### src/rtl/adc_pkg.sv
// ---------------------------------------------------------------------------
// adc_pkg
// Shared constants and types for the ADC result readout path.
//   NUM_ADC  : number of ADC channels in the result bank
//   ADC_BITS : bits per ADC result
//   CHAN_W   : channel index width, clog2(NUM_ADC)
// Types: chan_t, sample_t, mask_t, reader_state_t.
// ---------------------------------------------------------------------------
package adc_pkg;

  localparam int NUM_ADC  = 8;
  localparam int ADC_BITS = 10;
  localparam int CHAN_W   = 3;
  localparam int BANK_W   = NUM_ADC * ADC_BITS;

  typedef logic [CHAN_W-1:0]   chan_t;
  typedef logic [ADC_BITS-1:0] sample_t;
  typedef logic [NUM_ADC-1:0]  mask_t;

  typedef enum logic [1:0] {
    IDLE,
    SEND,
    FIN
  } reader_state_t;

endpackage

### src/rtl/adc_next_chan.sv
// ---------------------------------------------------------------------------
// adc_next_chan
// Combinational channel search over an enable mask.
// Ports:
//   i_mask  : per-channel enable mask
//   i_cur   : current channel index
//   o_next  : lowest set mask bit strictly above i_cur (0 when none)
//   o_found : 1 when o_next is valid, i.e. a higher enabled channel exists
//   o_first : lowest set mask bit overall (0 when the mask is empty)
// ---------------------------------------------------------------------------
module adc_next_chan
  import adc_pkg::*;
(
  input  logic [NUM_ADC-1:0] i_mask,
  input  logic [CHAN_W-1:0]  i_cur,
  output logic [CHAN_W-1:0]  o_next,
  output logic               o_found,
  output logic [CHAN_W-1:0]  o_first
);

  // Scan from the top channel down so that the last hit written is the
  // lowest qualifying index, giving a simple priority encoder for both
  // the "first set bit" and the "next set bit above the current one".
  always_comb begin
    o_next  = '0;
    o_found = 1'b0;
    o_first = '0;
    for (int i = NUM_ADC - 1; i >= 0; i--) begin
      if (i_mask[i]) begin
        o_first = chan_t'(i);
        if (i > int'(i_cur)) begin
          o_next  = chan_t'(i);
          o_found = 1'b1;
        end
      end
    end
  end

endmodule

### src/rtl/adc_reader.sv
// ---------------------------------------------------------------------------
// adc_reader
// On a start strobe, snapshots the ADC result bank and channel-enable mask,
// then streams one result word per enabled channel in ascending channel
// order over a valid/ready interface.
// Ports:
//   clk, rst    : clock, synchronous active-high reset
//   bank        : NUM_ADC x ADC_BITS result bank, ADCn at [n*ADC_BITS +: ADC_BITS]
//   en_mask     : per-channel read enable
//   start       : one-cycle strobe to begin readout
//   m_valid/m_ready/m_data/m_chan/m_last : output word stream
//   busy        : high while words are being streamed
//   done        : one-cycle pulse after the set finishes
// Optional (macro ADC_READER_OVERRUN_EN):
//   overrun     : sticky flag, set by a start arriving while streaming
//   overrun_cnt : saturating count of such starts
// ---------------------------------------------------------------------------
module adc_reader
  import adc_pkg::*;
(
  input  logic                        clk,
  input  logic                        rst,
  input  logic [NUM_ADC*ADC_BITS-1:0] bank,
  input  logic [NUM_ADC-1:0]          en_mask,
  input  logic                        start,
  output logic                        m_valid,
  input  logic                        m_ready,
  output logic [ADC_BITS-1:0]         m_data,
  output logic [CHAN_W-1:0]           m_chan,
  output logic                        m_last,
  output logic                        busy,
  output logic                        done
`ifdef ADC_READER_OVERRUN_EN
  ,
  output logic                        overrun,
  output logic [7:0]                  overrun_cnt
`endif
);

  reader_state_t r_state;
  sample_t       r_bank [NUM_ADC];
  mask_t         r_mask;
  chan_t         r_chan;
  logic          r_valid;
  logic          r_busy;
  logic          r_done;

  logic          w_handshake;
  mask_t         w_searchMask;
  chan_t         w_next;
  logic          w_found;
  chan_t         w_first;

  // One search block serves both jobs: while streaming it walks the
  // snapshot mask from the current channel, otherwise it looks at the
  // live en_mask so the first channel is ready to load on start.
  assign w_searchMask = (r_state == SEND) ? r_mask : en_mask;
  assign w_handshake  = r_valid & m_ready;

  adc_next_chan u_nextChan (
    .i_mask  (w_searchMask),
    .i_cur   (r_chan),
    .o_next  (w_next),
    .o_found (w_found),
    .o_first (w_first)
  );

  // Main readout FSM. IDLE and FIN both accept a start so that sets can be
  // chained back to back with no idle gap. An empty mask skips straight to
  // FIN so the requester still sees a done pulse.
  always_ff @(posedge clk) begin
    if (rst) begin
      r_state <= IDLE;
      r_mask  <= '0;
      r_chan  <= '0;
      r_valid <= 1'b0;
      r_busy  <= 1'b0;
      r_done  <= 1'b0;
      for (int n = 0; n < NUM_ADC; n++) begin
        r_bank[n] <= '0;
      end
    end else begin
      r_done <= 1'b0;
      case (r_state)
        IDLE, FIN: begin
          if (start) begin
            if (en_mask != '0) begin
              for (int n = 0; n < NUM_ADC; n++) begin
                r_bank[n] <= bank[n*ADC_BITS +: ADC_BITS];
              end
              r_mask  <= en_mask;
              r_chan  <= w_first;
              r_valid <= 1'b1;
              r_busy  <= 1'b1;
              r_state <= SEND;
            end else begin
              r_done  <= 1'b1;
              r_state <= FIN;
            end
          end else begin
            r_state <= IDLE;
          end
        end
        SEND: begin
          if (w_handshake) begin
            if (w_found) begin
              r_chan <= w_next;
            end else begin
              r_valid <= 1'b0;
              r_busy  <= 1'b0;
              r_done  <= 1'b1;
              r_state <= FIN;
            end
          end
        end
        default: begin
          r_state <= IDLE;
        end
      endcase
    end
  end

`ifdef ADC_READER_OVERRUN_EN
  logic [7:0] r_overrunCnt;
  logic       r_overrun;

  // A start that lands while a set is still streaming is dropped by the
  // FSM; here it is recorded so the host can tell it lost a readout.
  always_ff @(posedge clk) begin
    if (rst) begin
      r_overrun    <= 1'b0;
      r_overrunCnt <= '0;
    end else if (start && (r_state == SEND)) begin
      r_overrun <= 1'b1;
      if (r_overrunCnt != 8'hFF) begin
        r_overrunCnt <= r_overrunCnt + 8'd1;
      end
    end
  end

  assign overrun     = r_overrun;
  assign overrun_cnt = r_overrunCnt;
`endif

  // m_last is only meaningful alongside m_valid; outside SEND the search
  // block looks at en_mask, so it is gated to avoid a spurious last flag.
  assign m_valid = r_valid;
  assign m_data  = r_bank[r_chan];
  assign m_chan  = r_chan;
  assign m_last  = r_valid & ~w_found;
  assign busy    = r_busy;
  assign done    = r_done;

endmodule

### config.mk
export PLATFORM = sky130hd
export DESIGN_NAME = adc_reader
export DESIGN_NICKNAME = d
export VERILOG_FILES = /design/src/rtl/adc_pkg.sv /design/src/rtl/adc_next_chan.sv /design/src/rtl/adc_reader.sv
export SDC_FILE = /design/constraint.sdc
export NUM_CORES = 1
export LEC_CHECK = 0
export BUFFER_PORTS_ARGS = -buffer_cell sky130_fd_sc_hd__buf_2
export CORE_MARGIN = 1
export CORE_UTILIZATION = 27
export DETAILED_ROUTE_END_ITERATION = 8
export PLACE_DENSITY = 0.44
export SYNTH_ARGS = -nofsm -noshare
export SYNTH_HDL_FRONTEND = slang
export SYNTH_SLANG_ARGS = --single-unit
export TNS_END_PERCENT = 10
### constraint.sdc
create_clock -name clk -period 7.3 [get_ports clk]
set_clock_uncertainty 0.1 [all_clocks]
set_input_delay 1.095 -clock clk [delete_from_list [all_inputs] [get_ports clk]]
set_output_delay 1.095 -clock clk [all_outputs]
set_load 0.005 [all_outputs]
; After elaboration in Yosys (flattened, before gate mapping)
; Memories as Yosys holds them, arrays and structs flattened. A register that Yosys moved wholly into a read port is not among the register bits.
; Index checks and enable logic that the tools add are counted.
[totals]
regBits = 15
out_inout_bits = 17
mem_bits_rw = 80
elab_cells = 113
inputBits = 92
memories = 1
[classes]
magnitude_cmp = 7
n_reduce_logical = 8
n_eq_ne = 7
mux = 74
n_bitwise = 11
[memory_table]
columns = memory, depth, word_bits, read_ports, rd_ports_with_merged_regs, write_ports, line
row1 = r_bank, 8, 10, 1, 1, 8, adc_reader.sv:41  ; sample_t r_bank [NUM_ADC];
[ops]
columns = operator, n
row1 = 2-to-1 mux 3 bit, 28
row2 = 2-to-1 mux 10 bit, 8
row3 = 2-to-1 mux 1 bit, 29
row4 = greater-than comparator 3 bit (first input constant), 4
row5 = inequality test 2 bit (second input constant), 5
row6 = AND reduction 5 bit, 2
row7 = 2-to-1 mux 2 bit, 4
row8 = 2-to-1 mux 8 bit, 1
row9 = OR 1 bit, 8
row10 = nonzero test 8 bit, 1
row11 = greater-than comparator 2 x 3 -> 1 bit (first input constant), 2
row12 = one-hot mux 3 bit (2 select lines), 1
row13 = one-hot mux 1 bit (2 select lines), 2
row14 = one-hot mux 2 bit (2 select lines), 1
row15 = greater-than comparator 1 x 3 -> 1 bit (first input constant), 1
row16 = AND reduction 3 bit, 1
row17 = AND 1 bit, 2
row18 = == test 2 x 1 -> 1 bit (second input constant), 1
row19 = == test 2 bit (second input constant), 1
row20 = zero test 2 bit, 1
row21 = AND reduction 2 bit, 1
row22 = nonzero test 2 bit, 1
row23 = OR reduction 2 bit, 1
row24 = inverter 1 bit, 1

; Logic depth before layout (Yosys ltp)
; Gate-level depths: netlist (run 1).
[depth]
depth_word = 20
mapped_depth = 7
depth_no_buf = 6

; By module
; From an unflattened synthesis (run 1), not the netlist that was laid out.
[unflattened]
hier_cells = 345
area_unflattened_um2 = 4717.0
[modules_own_cells]
columns = module, area_per_inst_um2, seq_area_each_um2, n_inst, cells_each
row1 = adc_reader, 4494.3, 2762.6, 1, 307
row2 = adc_next_chan, 222.7, 0.0, 1, 38

; Least setup slack after synthesis (run 1)
; Ideal clock, no wire load.
[synth_path]
path_kind = in2reg
from = in en_mask[2]
to = mem r_bank[0][0] (netlist bit), enable pin
path_buffers = 0
cell_stages = 4
slack_ps = 3042
setup_ps = 452
required_ps = 6748
t_arrival_ps = 3706
cell_sequence = nor2_1 > and3_1 > or3b_2 > nand2b_1
[synth_rtl]
columns = element, line
row1 = from (decl), adc_reader.sv:24  ; input logic [NUM_ADC-1:0] en_mask,
row2 = to (decl), adc_reader.sv:41

; Final worst setup path (run 1)
[layout_path]
from = reg r_state[1]
to = out m_last
[layout_via]
elab_chain_cells = 17
[layout_lines]
columns = element, line
row1 = from (decl), adc_reader.sv:40  ; reader_state_t r_state;
row2 = from (signal assigned), adc_reader.sv:73  ; r_state <= IDLE;
row3 = from (signal assigned), adc_reader.sv:95  ; r_state <= SEND;
row4 = from (signal assigned), adc_reader.sv:98  ; r_state <= FIN;
row5 = == test 2 x 1 -> 1 bit (*), adc_reader.sv:57  ; assign w_searchMask = (r_state == SEND) ? r_mask : en_mask;
row6 = 2-to-1 mux 8 bit (*), adc_reader.sv:57
row7 = 2-to-1 mux 1 bit, adc_next_chan.sv:29  ; if (i_mask[i]) begin
row8 = 2-to-1 mux 1 bit, adc_next_chan.sv:31  ; if (i > int'(i_cur)) begin
row9 = 2-to-1 mux 1 bit, adc_next_chan.sv:29
row10 = 2-to-1 mux 1 bit, adc_next_chan.sv:31
row11 = 2-to-1 mux 1 bit, adc_next_chan.sv:29
row12 = 2-to-1 mux 1 bit, adc_next_chan.sv:31
row13 = 2-to-1 mux 1 bit, adc_next_chan.sv:29
row14 = 2-to-1 mux 1 bit, adc_next_chan.sv:31
row15 = 2-to-1 mux 1 bit, adc_next_chan.sv:29
row16 = 2-to-1 mux 1 bit, adc_next_chan.sv:31
row17 = 2-to-1 mux 1 bit, adc_next_chan.sv:29
row18 = 2-to-1 mux 1 bit, adc_next_chan.sv:31
row19 = 2-to-1 mux 1 bit (*), adc_next_chan.sv:29
row20 = inverter 1 bit (*), adc_reader.sv:150  ; assign m_last = r_valid & ~w_found;
row21 = AND 1 bit (*), adc_reader.sv:150
row22 = to (decl), adc_reader.sv:30  ; output logic m_last,
; Mark *: on every way between the ends. The rest lies on a longest branch, timed or not.

==> results of run 1 <==
-- path summary, 6_finish.rpt --
| kind | start | to | slack (ps) | depth (start not counted) |
|---|---|---|---|---|
| min | r_mask[2]$_SDFFE_PP0P_ | r_mask[2]$_SDFFE_PP0P_ | 380 | 2 |
| min reg2reg | r_mask[2]$_SDFFE_PP0P_ | r_mask[2]$_SDFFE_PP0P_ | 380 | 2 |
| max | r_state[1]$_SDFFE_PP0P_ | m_last | 3580 | 6 |
| max reg2reg | r_state[1]$_SDFFE_PP0P_ | flop | 4670 | 6 |
-- routing by layer --
layer	GRT usage, %	vias up
met5	0	-
met4	5.56	0
met3	2.91	12
met2	19.9	70
met1	16.6	1391
li1	-	1435
-- worst reg2reg max path, delay by kind of cell (launching register included) --
kind            cells  cell delay [ps]
compound gates      3              900
mux                 2              620
simple gates        1              550
flops               1              340
-- logic make-up after synthesis --
logic type,synth area share (%)
flip-flops,59.5
AND/OR/NAND/NOR,15.8
multiplexers,14.9
buffers and inverters,2.71
AO/OA/AOI/OAI,7.06
-- per-stage QoR --
| stage | setup WS (ps) | cell area, um^2 |
|---|---|---|
| after global routing | 3430 | 5640 |
| after floorplan | 3040 | 4610 |
| after CTS | 3570 | 5640 |
| after global placement | 3660 | 5350 |
| after detailed placement | 3630 | 5350 |
| final | 3580 | 5640 |
-- state kept, by name (all words and copies together), names as in the netlist, named ones only --
| name | count |
|---|---|
| r_state | 2 |
| busy | 1 |
| m_chan | 3 |
| r_mask | 7 |
| done | 1 |
| r_bank | 80 |
-- power by group through the flow --
stage | Clock, uW | Sequential, uW | Combinational, uW
2_1_floorplan | 0 | 670 | 122
6_report | 463 | 673 | 171
4_1_cts | 481 | 674 | 174
3_3_place_gp | 0 | 685 | 174
3_5_place_dp | 0 | 686 | 173
5_1_grt | 501 | 679 | 189
-- area by class of cell --
type	count	share of cell area (%)
clock buffers	11	4.13
clock inverters	4	0.976
inverters	7	0.466
multi-input cells	212	31.2
flip-flops and latches	97	48.7
well taps	220	4.88
repair buffers	109	9.72
-- layout by cell type (no fill, tap or decap), types with 2 or more instances in the layout --
master / count
mux2i_1: 3
mux2_2: 11
nor2_1: 13
o21ai_1: 3
and2_1: 61
a21oi_1: 17
nor2b_1: 20
dfxtp_1: 16
a211oi_1: 3
a2111oi_0: 2
nand3_1: 3
o21ai_0: 2
nand2b_1: 4
a2111oi_4: 2
o22ai_1: 3
mux4_2: 20
nand2_1: 19
mux2_1: 5
clkbuf_1: 2
buf_2: 108
clkbuf_16: 9
inv_1: 6
clkinv_4: 2
mux2i_2: 2
edfxtp_1: 80
==> summary.md, run 1 <==
| Metric | Value |
|---|---|
| Root buf cell | `clkbuf_16` |
| Fillers | `1,679` |
| Slowest cell on crit path | `nand2b_1` |
| Fin nets | `528` |
| Worst EP required | `6110 ps` |
| Number of synthesized register bits | `97` |
| Yosys warns | `0` |
| Initial DRC Count | `197` |
| Async SR Flop Fraction | `0%` |
| Crit. End Element | `output port` |
| Static leakage | `0.00220 uW` |
| FP Rows | `47` |
| Pins Over Slew Limit | `0` |
| Port bufs | `108` |
| CTS tree | `built` |
| Fmax | `269 MHz` |
| Worst Tran Pin Value | `1130 ps` |
| Die width | `133 um` |
| Setup TNS | `0 ps` |
| Met2 WL post-DR | `4970 um` |
| DRC viols | `0` |
| Vias per cell | `4.41` |
| Post-synth top area share | `52.1%` |
| CTS Sinks | `97` |
| Crit path max-delay family | `simple AND/OR/NAND/NOR gates` |
| Clock Latency Late Sink | `340 ps` |
| Final GP Congestion | `0.801` |
| First-pass GRT wire length | `16,600 um` |
| P&R area growth vs syn | `22.3%` |
| Flop pwr share | `51.5%` |
| Multi-input gate area | `1760 um^2` |
| Min Clock Period, post-route | `3720 ps` |
| CP max FO | `11` |
| Clock Path Buffers | `2` |
| Register area share after synthesis | `59.5%` |
| Top-count cell post-synth | `edfxtp_1` |
| Core Area | `16,600 um^2` |
| Pint | `1000 uW` |
| CTS resizes | `0` |
| Share of layout cells above drive strength 1 | `37.7%` |
| Overall power | `1310 uW` |
| Top sig layer | `met4` |
| Hold WC Path Type | `flop to flop` |
| Post-Place Cells | `645` |
| Total CTS buffers | `9` |
| Post-DP HPWL | `6890 um` |
| Final hold vios | `0` |
| Main flop type after synthesis | `edfxtp_1` |
| Clock slew at reported path FFs | `60 ps` |
| Cell count after synthesis | `336` |
| Initial antenna violation count | `0` |
| Routed Antenna Nets | `0` |
| Worst path max stage delay | `550 ps` |
| Unrepaired setup endpoints after global routing | `false` |
| Share of power burned in combinational logic | `13.1%` |
| Worst Path Buf+Inv | `1` |
| Total Wirelength | `10,600 um` |
| Post-synth top cells | `edfxtp_1, and2_1, mux4_2, nor2b_1, nand2_1` |
| Fin Hold WS | `377 ps` |
| Sw Pwr | `305 uW` |
| DRT Pass-1 Iters | `4` |
| EDFF count, synth | `80` |
| Netlist cell types | `44` |
| Setup violators final | `0` |
| Post CTS Setup Buffer Count | `0` |
| Starting Density | `27.7%` |
| Total gr overflow | `0` |
| CP Launch Type | `flop` |
| Syn Std Cell Area | `4610 um^2` |
| Vias in the first global route | `3,016` |
| I/O Pins | `109` |
| Syn_area_per_cell | `13.7 um^2` |
| Met1 WL | `4950 um` |
| Sw frac | `23.3%` |
| Vias | `2,908` |
| Non-Filler Instances | `660` |
| Met3 WL | `447 um` |
| Crit-path cells | `nand2b_1 -> mux2i_1 -> a311oi_2 -> a2111oi_4 -> and2_1 -> buf_2` |
| PD cells | `232 nW/um^2` |
| Clock H-tree levels | `3` |
| Drt wl/cell | `16.0 um` |
| Storage cell area | `2740 um^2` |
| Die area | `17,600 um^2` |
| N_diodes | `0` |
| Largest cells by area after synthesis | `edfxtp_1, mux4_2, and2_1` |
| Status | `completed` |
| Critical Setup Path Class | `flop to output port` |
| Hold_buf cts | `0` |
| Largest area contributor in the netlist | `edfxtp_1` |
| Fin util | `33.9%` |
| Clock network power share | `35.5%` |
| Peak supply drop | `0.106 mV` |
| Mapped Nets | `428` |
| GRT Total Usage | `12.6%` |
| Die Ht | `133 um` |
| Relative slew slack | `24.7%` |
| Final period utilization | `51.0%` |
| Arrival time of the worst setup path | `2530 ps` |
| Largest net degree at the start of global routing | `81` |
| Max-Cap Viols | `0` |
(Power assumes the default switching activity.)
==> run 2, diff against run 1 <==
--- a/config.mk
+++ b/config.mk
@@ -9,7 +9,7 @@
 export CORE_MARGIN = 1
 export CORE_UTILIZATION = 27
 export DETAILED_ROUTE_END_ITERATION = 8
-export PLACE_DENSITY = 0.44
+export PLACE_DENSITY = 0.45
 export SYNTH_ARGS = -nofsm -noshare
 export SYNTH_HDL_FRONTEND = slang
 export SYNTH_SLANG_ARGS = --single-unit
==> constraint.sdc (replaced) <==
create_clock -name clk -period 3.2 [get_ports clk]
set_clock_uncertainty 0.1 [all_clocks]
set_input_delay 0.48 -clock clk [delete_from_list [all_inputs] [get_ports clk]]
set_output_delay 0.48 -clock clk [all_outputs]
set_load 0.005 [all_outputs]
==> run 2 against run 1 <==
Net effect: first-iteration DRC count fell by 26%; power rose by 130%; sequential share of layout area fell by 0.74 points; via count increased by 2.3%; clock-buffer cell count shrank 1; critical path depth did not move; worst hold slack got worse by 70 ps; sequential power grew 130%; wire length is 0.56% higher; largest power group unchanged.
==> summary.md, run 2 (synthesis gave the netlist of run 1 again) <==
| Metric | Value |
|---|---|
| Clock Latency Late Sink | `340 ps (about the same)` |
| Overall power | `3000 uW (+130%)` |
| Total Wirelength | `10,600 um (+0.56%)` |
| Biggest register | `r_bank` |
| Crit. End Element | `output port` |
| First-pass GRT wire length | `16,700 um (+0.25%)` |
| Core Area | `16,600 um^2 (unchanged)` |
| P&R area growth vs syn | `24.2%` |
| Worst EP required | `2620 ps (-3490 ps)` |
| Commonest non-fill, non-tap cell in the layout | `buf_2` |
| Fmax | `334 MHz` |
| Worst Tran Pin Value | `664 ps (-463 ps)` |
| CP Launch Type | `flop` |
| Fillers | `1,674 (-0.30%)` |
| Arrival time of the worst setup path | `2410 ps (-120 ps)` |
| CTS tree | `built` |
| Final hold vios | `0 (unchanged)` |
| FF-to-FF setup slack | `720 ps (-3950 ps)` |
| Clock Path Buffers | `2 (unchanged)` |
| Routed Antenna Nets | `0 (unchanged)` |
| Clock H-tree levels | `3 (unchanged)` |
| Setup violators final | `0 (unchanged)` |
| Max-Cap Viols | `0 (unchanged)` |
| Post-Place Cells | `655 (+1.6%)` |
| DRC viols | `0 (unchanged)` |
| Vias in the first global route | `3,014 (-0.066%)` |
| FP Rows | `47 (unchanged)` |
| Pins Over Slew Limit | `0 (unchanged)` |
| Share of layout cells above drive strength 1 | `39.1% (+1.4 points)` |
| Cell count of the worst hold path | `2 (unchanged)` |
| Die width | `133 um (unchanged)` |
| Die area | `17,600 um^2 (unchanged)` |
| I/O Pins | `109 (unchanged)` |
| Peak supply drop | `0.252 mV (+140%)` |
| Final GP Congestion | `0.823 (+2.7%)` |
| Max reg flops | `80 (unchanged)` |
| Initial antenna violation count | `1 (+1)` |
| Initial DRC Count | `146 (-26%)` |
| Vias | `2,974 (+2.3%)` |
| Total CTS buffers | `9 (unchanged)` |
| Final period utilization | `93.6%` |
| Post-DP HPWL | `7530 um (+9.4%)` |
| Worst R2R Start | `r_state[1]$_SDFFE_PP0P_` |
| PD cells | `524 nW/um^2 (+130%)` |
| DRT Pass-1 Iters | `4 (unchanged)` |
| CTS Sinks | `97 (unchanged)` |
| Total gr overflow | `0 (unchanged)` |
| Largest net degree at the start of global routing | `56 (-31%)` |
| Non-Filler Instances | `671 (+1.7%)` |
| HP Start | `bank[16]` |
| Starting Density | `27.7% (unchanged)` |
| Relative slew slack | `55.7% (+31 points)` |
| Setup TNS | `0 ps (unchanged)` |
| Hold WC Path Type | `input pin to flop` |
| Post CTS Setup Buffer Count | `0 (unchanged)` |
| CP max FO | `9 (-2)` |
| Hold_buf cts | `0 (unchanged)` |
| Clock slew at reported path FFs | `70 ps (about the same)` |
| Reg2reg path depth | `6 (unchanged)` |
| GRT Total Usage | `12.7% (+0.086 points)` |
| Fin nets | `538 (+1.9%)` |
| Static leakage | `0.00226 uW (+2.7%)` |
| Critical Setup Path Class | `flop to output port` |
| Unrepaired setup endpoints after global routing | `false` |
| Die Ht | `133 um (unchanged)` |
| CTS resizes | `0 (unchanged)` |
| Worst Hold End | `r_bank[1][6]$_SDFFCE_PN0P_` |
| Min Clock Period, post-route | `2990 ps` |
| Drt wl/cell | `15.8 um (-1.1%)` |
| Commonest non-fill, non-tap cells in the layout | `buf_2, edfxtp_1, and2_1, mux4_2, nor2b_1` |
| Port bufs | `108 (unchanged)` |
| Root buf cell | `clkbuf_16` |
| Vias per cell | `4.43 (+0.59%)` |
| Status | `completed` |
run 2: cell types whose count changed in the layout (fill, tap and decap cells not counted):
cell / previous run / this run
clkinvlp_4: 1 / 0
buf_12: 0 / 1
inv_6: 0 / 1
clkinv_4: 2 / 1
clkbuf_1: 2 / 1
clkinv_2: 0 / 1
clkinv_1: 0 / 1
buf_4: 1 / 10
diode_2: 0 / 1
run 2: per-layer routing:
layer	GRT usage, %	part of all wire (%)	vias to the layer above
met5	0	0	-
met4	6.64	1.9	0
met3	2.80	4.8	16
met2	19.4	47	86
met1	17.0	46	1417
li1	-	-	1455
run 2: stage by stage:
step | setup slack (ps) | utilization (%) | instance area [um^2] | hold WS [ps]
3_5_place_dp | 403 | 32.7 | 5440 | 360
5_1_grt | 48.1 | 34.4 | 5720 | 298
3_3_place_gp | 495 | 32.7 | 5440 | 358
2_1_floorplan | 455 | - | 4610 | 345
6_report | 206 | 34.4 | 5730 | 307
4_1_cts | 181 | 34.4 | 5720 | 291
run 2: worst max-delay path: stages, from the launching register on:
cell and delay, ps:
dfxtp_1 340, nand2b_1 440, mux2i_1 390, a311oi_2 210, a2111oi_4 390, and2_1 190, buf_2 110
run 2: cell type report:
class | instances | area [um^2] | area share (%)
Antenna cell | 1 | 2.50 | 0.0437
Timing Repair Buffer | 119 | 636 | 11.1
Sequential cell | 97 | 2740 | 47.9
Clock buffer | 10 | 229 | 4.00
Tap cell | 220 | 275 | 4.81
Inverter | 7 | 26.3 | 0.459
Multi-Input combinational cell | 212 | 1760 | 30.7
Clock inverter | 5 | 56.3 | 0.983
run 2: worst max path at each step:
stage / slack, ps / depth (start not counted) / from / end
global placement: 500 / 7 / en_mask[3] / r_bank[0][3]$_SDFFCE_PN0P_
floorplan: 460 / 4 / en_mask[2] / r_bank[0][0]$_SDFFCE_PN0P_
detailed placement: 400 / 7 / en_mask[3] / r_bank[2][5]$_SDFFCE_PN0P_
finish: 210 / 6 / r_state[1]$_SDFFE_PP0P_ / m_last
CTS: 180 / 6 / r_state[1]$_SDFFE_PP0P_ / m_last
global route: 50 / 6 / r_state[1]$_SDFFE_PP0P_ / m_last
run 2: power by group:
part / internal (uW) / switching, uW / leakage [uW] / total (uW)
combinational: 218 / 198 / 0.00112 / 416
sequential: 1470 / 48.5 / 0.00100 / 1520
clock: 602 / 461 / 0.000140 / 1060
total: 2300 / 708 / 0.00226 / 3000
